`config.mk`:
```
export PLATFORM = sky130hd
export DESIGN_NAME = fifo_drain_ctrl_flat
export DESIGN_NICKNAME = d
export VERILOG_FILES = /design/src/rtl/fifo_drain_if.sv /design/src/rtl/fifo_drain_ctrl.sv /design/src/flat_wrapper.sv
export SDC_FILE = /design/constraint.sdc
export NUM_CORES = 1
export LEC_CHECK = 0
export CAP_MARGIN = 20
export CORE_ASPECT_RATIO = 0.8
export CORE_UTILIZATION = 38
export DETAILED_ROUTE_END_ITERATION = 12
export DONT_BUFFER_PORTS = 1
export GPL_TIMING_DRIVEN = 0
export PLACE_DENSITY = 0.58
export REMOVE_ABC_BUFFERS = 1
export SYNTH_ARGS = -nofsm -noshare
export SYNTH_HDL_FRONTEND = slang
export SYNTH_SLANG_ARGS = --single-unit
export TNS_END_PERCENT = 5
```
`constraint.sdc`:
```
create_clock -name clk -period 6.3 [get_ports clk]
set_input_delay 1.89 -clock clk [delete_from_list [all_inputs] [get_ports clk]]
set_output_delay 1.89 -clock clk [all_outputs]
set_load 0.05 [all_outputs]
```
`src/rtl/fifo_drain_if.sv`:
```
// Handshake bundle between the drain controller, the FIFO read port and the downstream stream.
// master = drain controller side, slave = FIFO/consumer side.
interface fifo_drain_if #(
   parameter int FIFO_WIDTH = 16
);
   logic [FIFO_WIDTH-1:0] fifo_data_out;
   logic                  fifo_empty;
   logic                  fifo_underflow;
   logic                  fifo_rd_en;
   logic [FIFO_WIDTH-1:0] m_data;
   logic                  m_valid;
   logic                  m_ready;

   modport master (
      input  fifo_data_out, fifo_empty, fifo_underflow, m_ready,
      output fifo_rd_en, m_data, m_valid
   );

   modport slave (
      output fifo_data_out, fifo_empty, fifo_underflow, m_ready,
      input  fifo_rd_en, m_data, m_valid
   );
endinterface

```
`src/rtl/fifo_drain_ctrl.sv`:
```
// Read-side engine for a synchronous FIFO: absorbs the one-cycle read latency with a
// 2-entry skid buffer and re-presents the words as a valid/ready stream.
module fifo_drain_ctrl #(
   parameter int FIFO_WIDTH = 16,
   parameter int CNT_WIDTH  = 16
) (
   input  logic                 clk,
   input  logic                 rst_n,
   input  logic                 enable,
   fifo_drain_if.master         bus,
   output logic                 busy,
   output logic [CNT_WIDTH-1:0] words_out,
   output logic                 underflow_err
);

   typedef enum logic [1:0] {
      IDLE = 2'd0,
      RUN  = 2'd1,
      STOP = 2'd2
   } state_t;

   state_t                state_q, state_d;
   logic                  in_flight_q;
   logic [1:0]            entries_q, entries_d;
   logic [FIFO_WIDTH-1:0] buf_q [2];
   logic [FIFO_WIDTH-1:0] buf_d [2];
   logic [CNT_WIDTH-1:0]  words_out_q;
   logic                  underflow_err_q;

   logic                  pop;
   logic                  rd_en;
   logic [1:0]            occ_after_pop;

   // Control: next state and read request.
   // NOTE: every always_comb output gets a default first so no path can infer a latch.
   always_comb begin
      state_d       = state_q;
      rd_en         = 1'b0;
      pop           = (entries_q != 2'd0) && bus.m_ready;
      occ_after_pop = entries_q + {1'b0, in_flight_q} - {1'b0, pop};
      case (state_q)
         IDLE: begin
            if (enable) state_d = RUN;
         end
         RUN: begin
            if (!enable) state_d = STOP;
            // Only read when the word is guaranteed a free buffer slot on arrival.
            rd_en = !bus.fifo_empty && (occ_after_pop < 2'd2);
         end
         STOP: begin
            if (enable)                                  state_d = RUN;
            else if (!in_flight_q && entries_q == 2'd0)  state_d = IDLE;
         end
         default: state_d = IDLE;
      endcase
   end

   // Skid buffer: slot 0 is the head; a pop shifts slot 1 down before the capture lands.
   always_comb begin
      buf_d     = buf_q;
      entries_d = entries_q;
      if (pop) begin
         buf_d[0]  = buf_q[1];
         entries_d = entries_q - 2'd1;
      end
      if (in_flight_q) begin
         if (entries_d == 2'd0) buf_d[0] = bus.fifo_data_out;
         else                   buf_d[1] = bus.fifo_data_out;
         entries_d = entries_d + 2'd1;
      end
   end

   always_ff @(posedge clk or negedge rst_n) begin
      if (!rst_n) begin
         state_q         <= IDLE;
         in_flight_q     <= 1'b0;
         entries_q       <= 2'd0;
         words_out_q     <= '0;
         underflow_err_q <= 1'b0;
      end else begin
         state_q         <= state_d;
         in_flight_q     <= rd_en;
         entries_q       <= entries_d;
         underflow_err_q <= underflow_err_q | bus.fifo_underflow;
         if (pop) words_out_q <= words_out_q + CNT_WIDTH'(1);
      end
   end

   // NOTE: buffer storage is left unreset on purpose; m_data is masked by entries_q,
   // so stale contents are never visible.
   always_ff @(posedge clk) begin
      buf_q <= buf_d;
   end

   assign bus.fifo_rd_en = rd_en;
   assign bus.m_valid    = (entries_q != 2'd0);
   assign bus.m_data     = (entries_q != 2'd0) ? buf_q[0] : '0;
   assign busy           = (state_q != IDLE);
   assign words_out      = words_out_q;
   assign underflow_err  = underflow_err_q;

   a_no_overflow: assert property (@(posedge clk) disable iff (!rst_n)
      !(in_flight_q && !pop && entries_q == 2'd2));

endmodule

```
`src/flat_wrapper.sv`:
```
// flat-port wrapper written by rule: the top's interface ports become plain ports
module fifo_drain_ctrl_flat 
#(
   parameter int FIFO_WIDTH = 16,
   parameter int CNT_WIDTH  = 16
)
  (clk, rst_n, enable, busy, words_out, underflow_err, bus_fifo_data_out, bus_fifo_empty, bus_fifo_underflow, bus_m_ready, bus_fifo_rd_en, bus_m_data, bus_m_valid);
  fifo_drain_if #(.FIFO_WIDTH(FIFO_WIDTH)) bus_i ();
  input  logic clk;
  input  logic rst_n;
  input  logic enable;
  output logic busy;
  output logic [CNT_WIDTH-1:0] words_out;
  output logic underflow_err;
  input wire logic [$bits(bus_i.fifo_data_out)-1:0] bus_fifo_data_out;
  input wire logic [$bits(bus_i.fifo_empty)-1:0] bus_fifo_empty;
  input wire logic [$bits(bus_i.fifo_underflow)-1:0] bus_fifo_underflow;
  input wire logic [$bits(bus_i.m_ready)-1:0] bus_m_ready;
  output wire logic [$bits(bus_i.fifo_rd_en)-1:0] bus_fifo_rd_en;
  output wire logic [$bits(bus_i.m_data)-1:0] bus_m_data;
  output wire logic [$bits(bus_i.m_valid)-1:0] bus_m_valid;
  assign bus_i.fifo_data_out = bus_fifo_data_out;
  assign bus_i.fifo_empty = bus_fifo_empty;
  assign bus_i.fifo_underflow = bus_fifo_underflow;
  assign bus_i.m_ready = bus_m_ready;
  assign bus_fifo_rd_en = bus_i.fifo_rd_en;
  assign bus_m_data = bus_i.m_data;
  assign bus_m_valid = bus_i.m_valid;
  fifo_drain_ctrl #(.FIFO_WIDTH(FIFO_WIDTH), .CNT_WIDTH(CNT_WIDTH)) u_core (.clk(clk), .rst_n(rst_n), .enable(enable), .bus(bus_i), .busy(busy), .words_out(words_out), .underflow_err(underflow_err));
endmodule
```
Word level (Yosys, flattened, before mapping) --
Cells that the tools add are included.
Word-level totals: bits in latches 0, bits in registers 54, logic and storage cells 45, bits in read-only memories 0, output and inout port bits 36, bits in writable memories 0, bits of input ports 22, memories kept 0
Operators by class: eq/ne operators 5, mux-type cells 13, reductions and logical operators 12, divide/modulo/power cells 0, bitwise logic cells 2, multipliers 0, magnitude comparators 1, add/subtract/negate cells 5, shift operators 0
Operator list (number):
- 16-bit two-way mux | 4
- 32-bit two-way mux | 1
- 16-bit by 1-bit adder with 16-bit output, second input constant | 1
- 2-bit two-way mux | 6
- 2-bit logical NOT | 3
- 2-bit one-hot mux with 3 select lines | 1
- 2-bit != test, second input constant | 2
- 2-bit nonzero test | 2
- 1-bit logical AND | 3
- 3-bit by 2-bit != test with 1-bit output, second input constant | 1
- 3-bit AND reduction | 1
- 2-bit by 1-bit adder with 2-bit output | 1
- 2-bit by 1-bit adder with 2-bit output, second input constant | 1
- 2-bit by 1-bit equality test with 1-bit output, second input constant | 1
- 2-bit equality test, second input constant | 1
- 1-bit logical NOT | 2
- 2-bit < comparator, second input constant | 1
- 2-bit AND reduction | 1
- 2-bit by 1-bit subtractor with 2-bit output | 1
- 2-bit by 1-bit subtractor with 2-bit output, second input constant | 1
- 1-bit two-way mux | 1
- 1-bit NOT | 1
- 1-bit bitwise OR | 1

Longest topological paths before layout --
Gate-level depths: netlist of the first run.
depth after elaboration 6, gate-level depth with buffers 12, gate-level depth less buffers 9

Least setup slack after synthesis of the first run --
OpenSTA, ideal clock, no wires.
path type input -> output, start point input port bus_m_ready, end point output port bus_fifo_rd_en, setup slack 0.956 ns, data arrival time 3.454 ns, stages 4, required time 4.410 ns, path buffers 1, path through nor2b_2 > buf_6 > a211oi_2 > o31ai_1
On the way: longest elaborated chain between the ends 5
Ends and longest elaborated chain:
- start, declared | line flat_wrapper.sv:18 | input wire logic [$bits(bus_i.m_ready)-1:0] bus_m_ready;
- 1-bit logical AND | line fifo_drain_ctrl.sv:39 | pop = (entries_q != 2'd0) && bus.m_ready;
- 2-bit by 1-bit subtractor with 2-bit output | line fifo_drain_ctrl.sv:40 | occ_after_pop = entries_q + {1'b0, in_flight_q} - {1'b0, pop};
- 2-bit < comparator | line fifo_drain_ctrl.sv:48 | rd_en = !bus.fifo_empty && (occ_after_pop < 2'd2);
- 1-bit logical AND | line fifo_drain_ctrl.sv:48
- 1-bit two-way mux | line fifo_drain_ctrl.sv:41 | case (state_q)
- end, declared | line flat_wrapper.sv:19 | output wire logic [$bits(bus_i.fifo_rd_en)-1:0] bus_fifo_rd_en;
Every way passes these cells.

Final worst setup path of the first run --
Ends and elaborated chain as after synthesis.

==> run metrics, run 1 <==
CP Capture Type=primary output; drt total wl=4.221 mm; Post-Place Cells=280; max-cap viol count=0; clk_lat worst skew=0.30 ns; row count=25; Post-Synthesis Cells=205; Crit-path slowest cell=nor2b_2; TritonRoute pass-1 iters=4; Top delay family on crit path=simple AND/OR/NAND/NOR gates; final hold viol count=0; count leader, synth=nand2_1; # Post-CTS Setup Buffers=0; area grow syn2layout=9.880%; Synth async-reset ratio=0.4074; Antenna Nets Post-Route=0; DRT iter0 DRCs=70; required time of the critical path=4.41 ns; synth unique cells=37; hpwl dp=2.881 mm; setup tns final=0 ns; highest clock rate=206.3 MHz; Hold Buf Count CTS=0; die extent in x=90.73 um; RSZ-0062 raised after global routing=false; # IOs=58; crit path max fanout=10; fillcell total=577; Multi-input gate area=968.4 um2; Port Buffers=0; clock sink count=54; fin crit period=4.847 ns; hold_ws=0.4978 ns; Final setup viols=0; Clock Path Buffers=2; core outline area=6006 um2; GP Congestion=0.6667; top cell type's share of synthesized area=0.2300; synth warn=0; Hold Crit Class=register to register; Critical Path, Cell by Cell=nor2b_2 -> a211oi_2 -> o211ai_1 -> o31ai_2 -> buf_4; grt total ovfl=0; Syn Area/Cell=11.68 um2; sequential-to-total area share from yosys stat=0.5646; delay of the slowest critical-path stage=0.47 ns; FF+latch area=1351 um2; first-pass GRT wire length=6.879 mm; WL/cell=14.61 um; post-CTS resize count=0; CTS tree=built; H-tree levels=2; Post-synth EDFFs=16; largest net degree at the start of global routing=33; Tcrit/Tclk final=0.7694; share of cells above drive strength 1=0.1490; cts bufs inserted=5; top cells by instance count after synthesis=nand2_1, dfrtp_1, o21ai_0; Via density=4.958; status=finished, final reports clean; Clk Tree Root Cell=clkbuf_8; Worst-Margin Slew=0.9875 ns; area leader, netlist=dfrtp_1; Non-Filler Instances=289; startpoint class of the critical path=primary input; Post-synth top flop=dfrtp_1; fin. max-slew vios=0; WS Path Type=primary input to primary output; Cell Area, Placed=2470 um2; fin nets=233; Setup Skew=0.004675 ns; n_diodes=0; Initial Util=0.3985; Syn Std Cell Area=2394 um2; Die H=72.99 um; routed vias=1,433; number of antenna violations at the first check in global routing=0; synth top area cells=dfrtp_1, edfxtp_1, dfxtp_1; Worst VDD drop=0.2043 mV; Leak Pwr=1.036 nW; Worst EP arrival=2.96 ns; total global-route track usage=0.1372; Final Cell Area=2630 um2; PwrDens=544.5 nW/um2; Reg clk slew, reported paths=0.10 ns; number of global-route vias before repair=1,347; synthesized flop and latch total=54; full die area=6622 um2; Buf/Inv on CP=1; Slew headroom=0.3403; DR DRC count=0
metrics by stage:
step / utilization / setup slack (ns) / power (mW)
4_1_cts: 0.4333 / 1.451 / 1.448
3_5_place_dp: 0.4113 / 1.452 / 1.178
6_report: 0.4379 / 1.453 / 1.432
5_1_grt: 0.4379 / 1.402 / 1.515
2_1_floorplan: - / 0.8247 / 1.091
3_3_place_gp: 0.4052 / 0.4543 / 1.161
cells in the final DEF (no fill, tap or decap), types with 4 or more instances in the layout:
cell,count
o21ai_0,18
nor2b_1,10
xnor2_1,10
edfxtp_1,16
inv_1,6
ha_1,4
mux2i_1,16
nand2_1,26
and2b_2,6
dfrtp_1,22
dfxtp_1,16
nor2_1,4
clkbuf_8,5
xor2_1,7
power by group:
group,total (mW),internal [mW],switching (mW)
combinational,0.563,0.150,0.413
clock,0.267,0.157,0.110
sequential,0.602,0.462,0.140
per-layer routing:
metal	GRT usage	wire (um)
met5	0	0
met4	0.05376	59
met3	0.04583	239
met2	0.1970	1852
met1	0.1912	2070
cell families after synthesis:
family / count (synthesis) / synth area share
buffers and inverters: 15 / 0.03502
adders and majority gates: 4 / 0.02091
xor gates and xnor gates: 17 / 0.06220
muxes: 17 / 0.07161
AOI/OAI and AO/OA: 26 / 0.06168
and+or+nand+nor: 72 / 0.1840
DFF: 54 / 0.5646
registers in the layout (all words and copies together), names as in the netlist:
name / flops
u_core.in_flight_q: 1
u_core.buf_q: 32
u_core.underflow_err: 1
u_core.words_out: 16
u_core.entries_q: 2
u_core.state_q: 2
final cells by class:
class | count | area share
Multi-Input combinational cell | 136 | 0.3682
Clock buffer | 5 | 0.02617
Sequential cell | 54 | 0.5138
Inverter | 6 | 0.008563
Clock inverter | 3 | 0.02426
Tap cell | 81 | 0.03853
Timing Repair Buffer | 4 | 0.02046
path summary, 6_finish.rpt:
check | start | to | slack, ns | depth (start not counted)
hold / removal | u_core.state_q[1] | u_core.state_q[0] | 0.50 | 1
setup / recovery | bus_m_ready | bus_fifo_rd_en | 1.45 | 5
min in group asynchronous | rst_n | u_core.words_out[13] | 1.27 | 0
max in group asynchronous | rst_n | u_core.words_out[3] | 4.95 | 0
setup reg to reg | u_core.entries_q[0] | u_core.buf_q[4] | 3.63 | 6
hold reg to reg | u_core.state_q[1] | u_core.state_q[0] | 0.50 | 1
No activity file was read; power rests on OpenSTA's default activity.
==> run 2: changes to the inputs <==
PLACE_DENSITY = 0.6   (was 0.58)
clock period = 4.1 ns   (was 6.3 ns; I/O delays follow)
==> run 2 against run 1 <==
Critical path depth up 2. Power up 46%. Critical path type is now register to primary output. Clock-buffer cell count rose by 1. First-iteration DRC count down 14%. Cell count down 0.35%. Via count is 3.6% lower. Routed wire length decreased by 1.1%. Final area shrank 2.5%. Sequential cell count stayed put. Non-clock buffer count down 1.
==> run metrics, run 2 (synthesis gave the netlist of run 1 again) <==
n_diodes=0 (unchanged); Critical R2R Launch=u_core.entries_q[0]; DRT iter0 DRCs=60 (-14%); reg2reg end=u_core.buf_q[23]; number of antenna violations at the first check in global routing=0 (unchanged); Slew headroom=0.3492 (+0.008864); share of cells above drive strength 1=0.1498 (+0.0007200); core outline area=6006 um2 (unchanged); fin crit period=3.716 ns; largest net degree at the start of global routing=33 (unchanged); status=finished, final reports clean; Antenna Nets Post-Route=0 (unchanged); TritonRoute pass-1 iters=3 (-1); post-CTS resize count=0 (unchanged); WS Path Type=register to primary output; highest clock rate=269.1 MHz; drt total wl=4.175 mm (-1.1%); PwrDens=815.2 nW/um2 (+50%); first-pass GRT wire length=6.768 mm (-1.6%); delay of the slowest critical-path stage=0.64 ns (+0.17 ns); Die H=72.99 um (unchanged); WL/cell=14.50 um (-0.75%); cts bufs inserted=5 (unchanged); number of global-route vias before repair=1,345 (-0.15%); Crit-path slowest cell=ha_1; share of total power in sequential cells=0.442 (+0.022); Sw Pwr=1.018 mW (+54%); clock sink count=54 (unchanged); Final Cell Area=2565 um2 (-2.5%); # Post-CTS Setup Buffers=0 (unchanged); Reg clk slew, reported paths=0.09 ns (about the same); Clock Path Buffers=2 (unchanged); final hold viol count=0 (unchanged); Clk Tree Root Cell=clkbuf_8; Via density=4.795 (-3.3%); most frequent cells in the layout=nand2_1, dfrtp_1, o21ai_0; largest reg by FF count=u_core.buf_q; fin. max-slew vios=0 (unchanged); fin nets=232 (-0.43%); Cell Area, Placed=2470 um2 (unchanged); crit path max fanout=19 (+9); clk_lat worst skew=0.30 ns (about the same); commonest non-fill, non-tap cell in the layout=nand2_1; Initial Util=0.3985 (unchanged); hold_sp=u_core.state_q[1]; Top delay family on crit path=adder cells; Leak Pwr=1.006 nW (-2.9%); Reg2Reg Depth=7 (+1); Critical Path, Cell by Cell=inv_1 -> ha_1 -> nor2b_2 -> a211oi_2 -> o211ai_1 -> o31ai_2 -> buf_4; Worst-Margin Slew=0.9742 ns (-0.01327 ns); grt total ovfl=0 (unchanged); Worst EP arrival=2.49 ns (-0.47 ns); CP Capture Type=primary output; max reg flops=32 (unchanged); internal power=1.073 mW (+39%); Hold EP=u_core.state_q[0]; full die area=6622 um2 (unchanged); Port Buffers=0 (unchanged); max-cap viol count=0 (unchanged); share of total power in the clock network=0.145 (-0.042); Hold Crit Class=register to register; Tcrit/Tclk final=0.9062; worst reg2reg setup slack=1.02 ns (-2.61 ns); Buf/Inv on CP=2 (+1); startpoint class of the critical path=register; Setup WS pre-CTS=0.5012 ns (-0.9509 ns); Worst VDD drop=0.3501 mV (+71%); Final setup viols=0 (unchanged); row count=25 (unchanged); hpwl dp=2.948 mm (+2.3%); Setup Skew=0.004144 ns (-0.0005302 ns); Layout Utilization=0.4271 (-0.01083); combinational power share=0.412 (+0.019); H-tree levels=2 (unchanged); area grow syn2layout=7.162%; die extent in x=90.73 um (unchanged); routed vias=1,381 (-3.6%); CTS tree=built; required time of the critical path=2.87 ns (-1.54 ns); RSZ-0062 raised after global routing=false; hold-critical path depth=1 (unchanged); final worst slack=0.3845 ns (-1.068 ns); Hold Buf Count CTS=0 (unchanged); GP Congestion=0.7019 (+5.3%); total global-route track usage=0.1324 (-0.004848); DR DRC count=0 (unchanged); # IOs=58 (unchanged); Net Sw Frac=0.4870 (+0.02436)
-- run 2: cell count changes in the layout (fill, tap and decap cells not counted), sizes merged --
cell      delta
clkbuf       +1
buf          -1
clkinvlp     +1
bufinv       -2
-- run 2: area by class of cell --
type                    instances  area [um2]
clock inverters                 2       12.51
multi-input cells             136       968.4
well taps                      81       101.3
clock buffers                   6       82.58
inverters                       6       22.52
fillers                       579        3441
flip-flops and latches         54        1351
repair buffers                  3       26.28
-- run 2: metrics by stage --
| step | TNS (ns) | power (mW) | hold WS (ns) | instances |
|---|---|---|---|---|
| after floorplan | -0.05534 | 1.677 | 0.4583 | 196 |
| after global placement | -23.21 | 1.785 | 0.4915 | 277 |
| after detailed placement | 0 | 1.817 | 0.4947 | 280 |
| after CTS | 0 | 2.123 | 0.5081 | 288 |
| after global routing | 0 | 2.220 | 0.5282 | 288 |
| final | 0 | 2.091 | 0.5077 | 288 |
-- run 2: worst max path at each step --
stage               slack (ns)           startpoint  depth (start not counted)                to
floorplan                -0.06          bus_m_ready                          3    bus_fifo_rd_en
global route              0.11  u_core.entries_q[0]                          7    bus_fifo_rd_en
CTS                       0.31  u_core.entries_q[0]                          7    bus_fifo_rd_en
detailed placement        0.50          bus_m_ready                          5  u_core.buf_q[23]
finish                    0.38  u_core.entries_q[0]                          7    bus_fifo_rd_en
global placement         -1.03          bus_m_ready                          4  u_core.buf_q[10]
-- run 2: layer usage --
metal  GRT usage  up-vias  part of all wire  wire [um]
met5           0        -                 0          0
met4     0.04301        0             0.012         49
met3     0.04479        5             0.051        211
met2      0.1919       24              0.45       1861
met1      0.1856      655              0.49       2052
li1            -      697                 -          -
-- run 2: power groups by stage --
stage          Clock [mW]  Combinational (mW)  Sequential, mW
6_report            0.304               0.862           0.925
3_5_place_dp            0               0.878           0.939
3_3_place_gp            0               0.852           0.933
2_1_floorplan           0               0.770           0.907
4_1_cts             0.317               0.877           0.928
5_1_grt             0.338               0.931           0.950
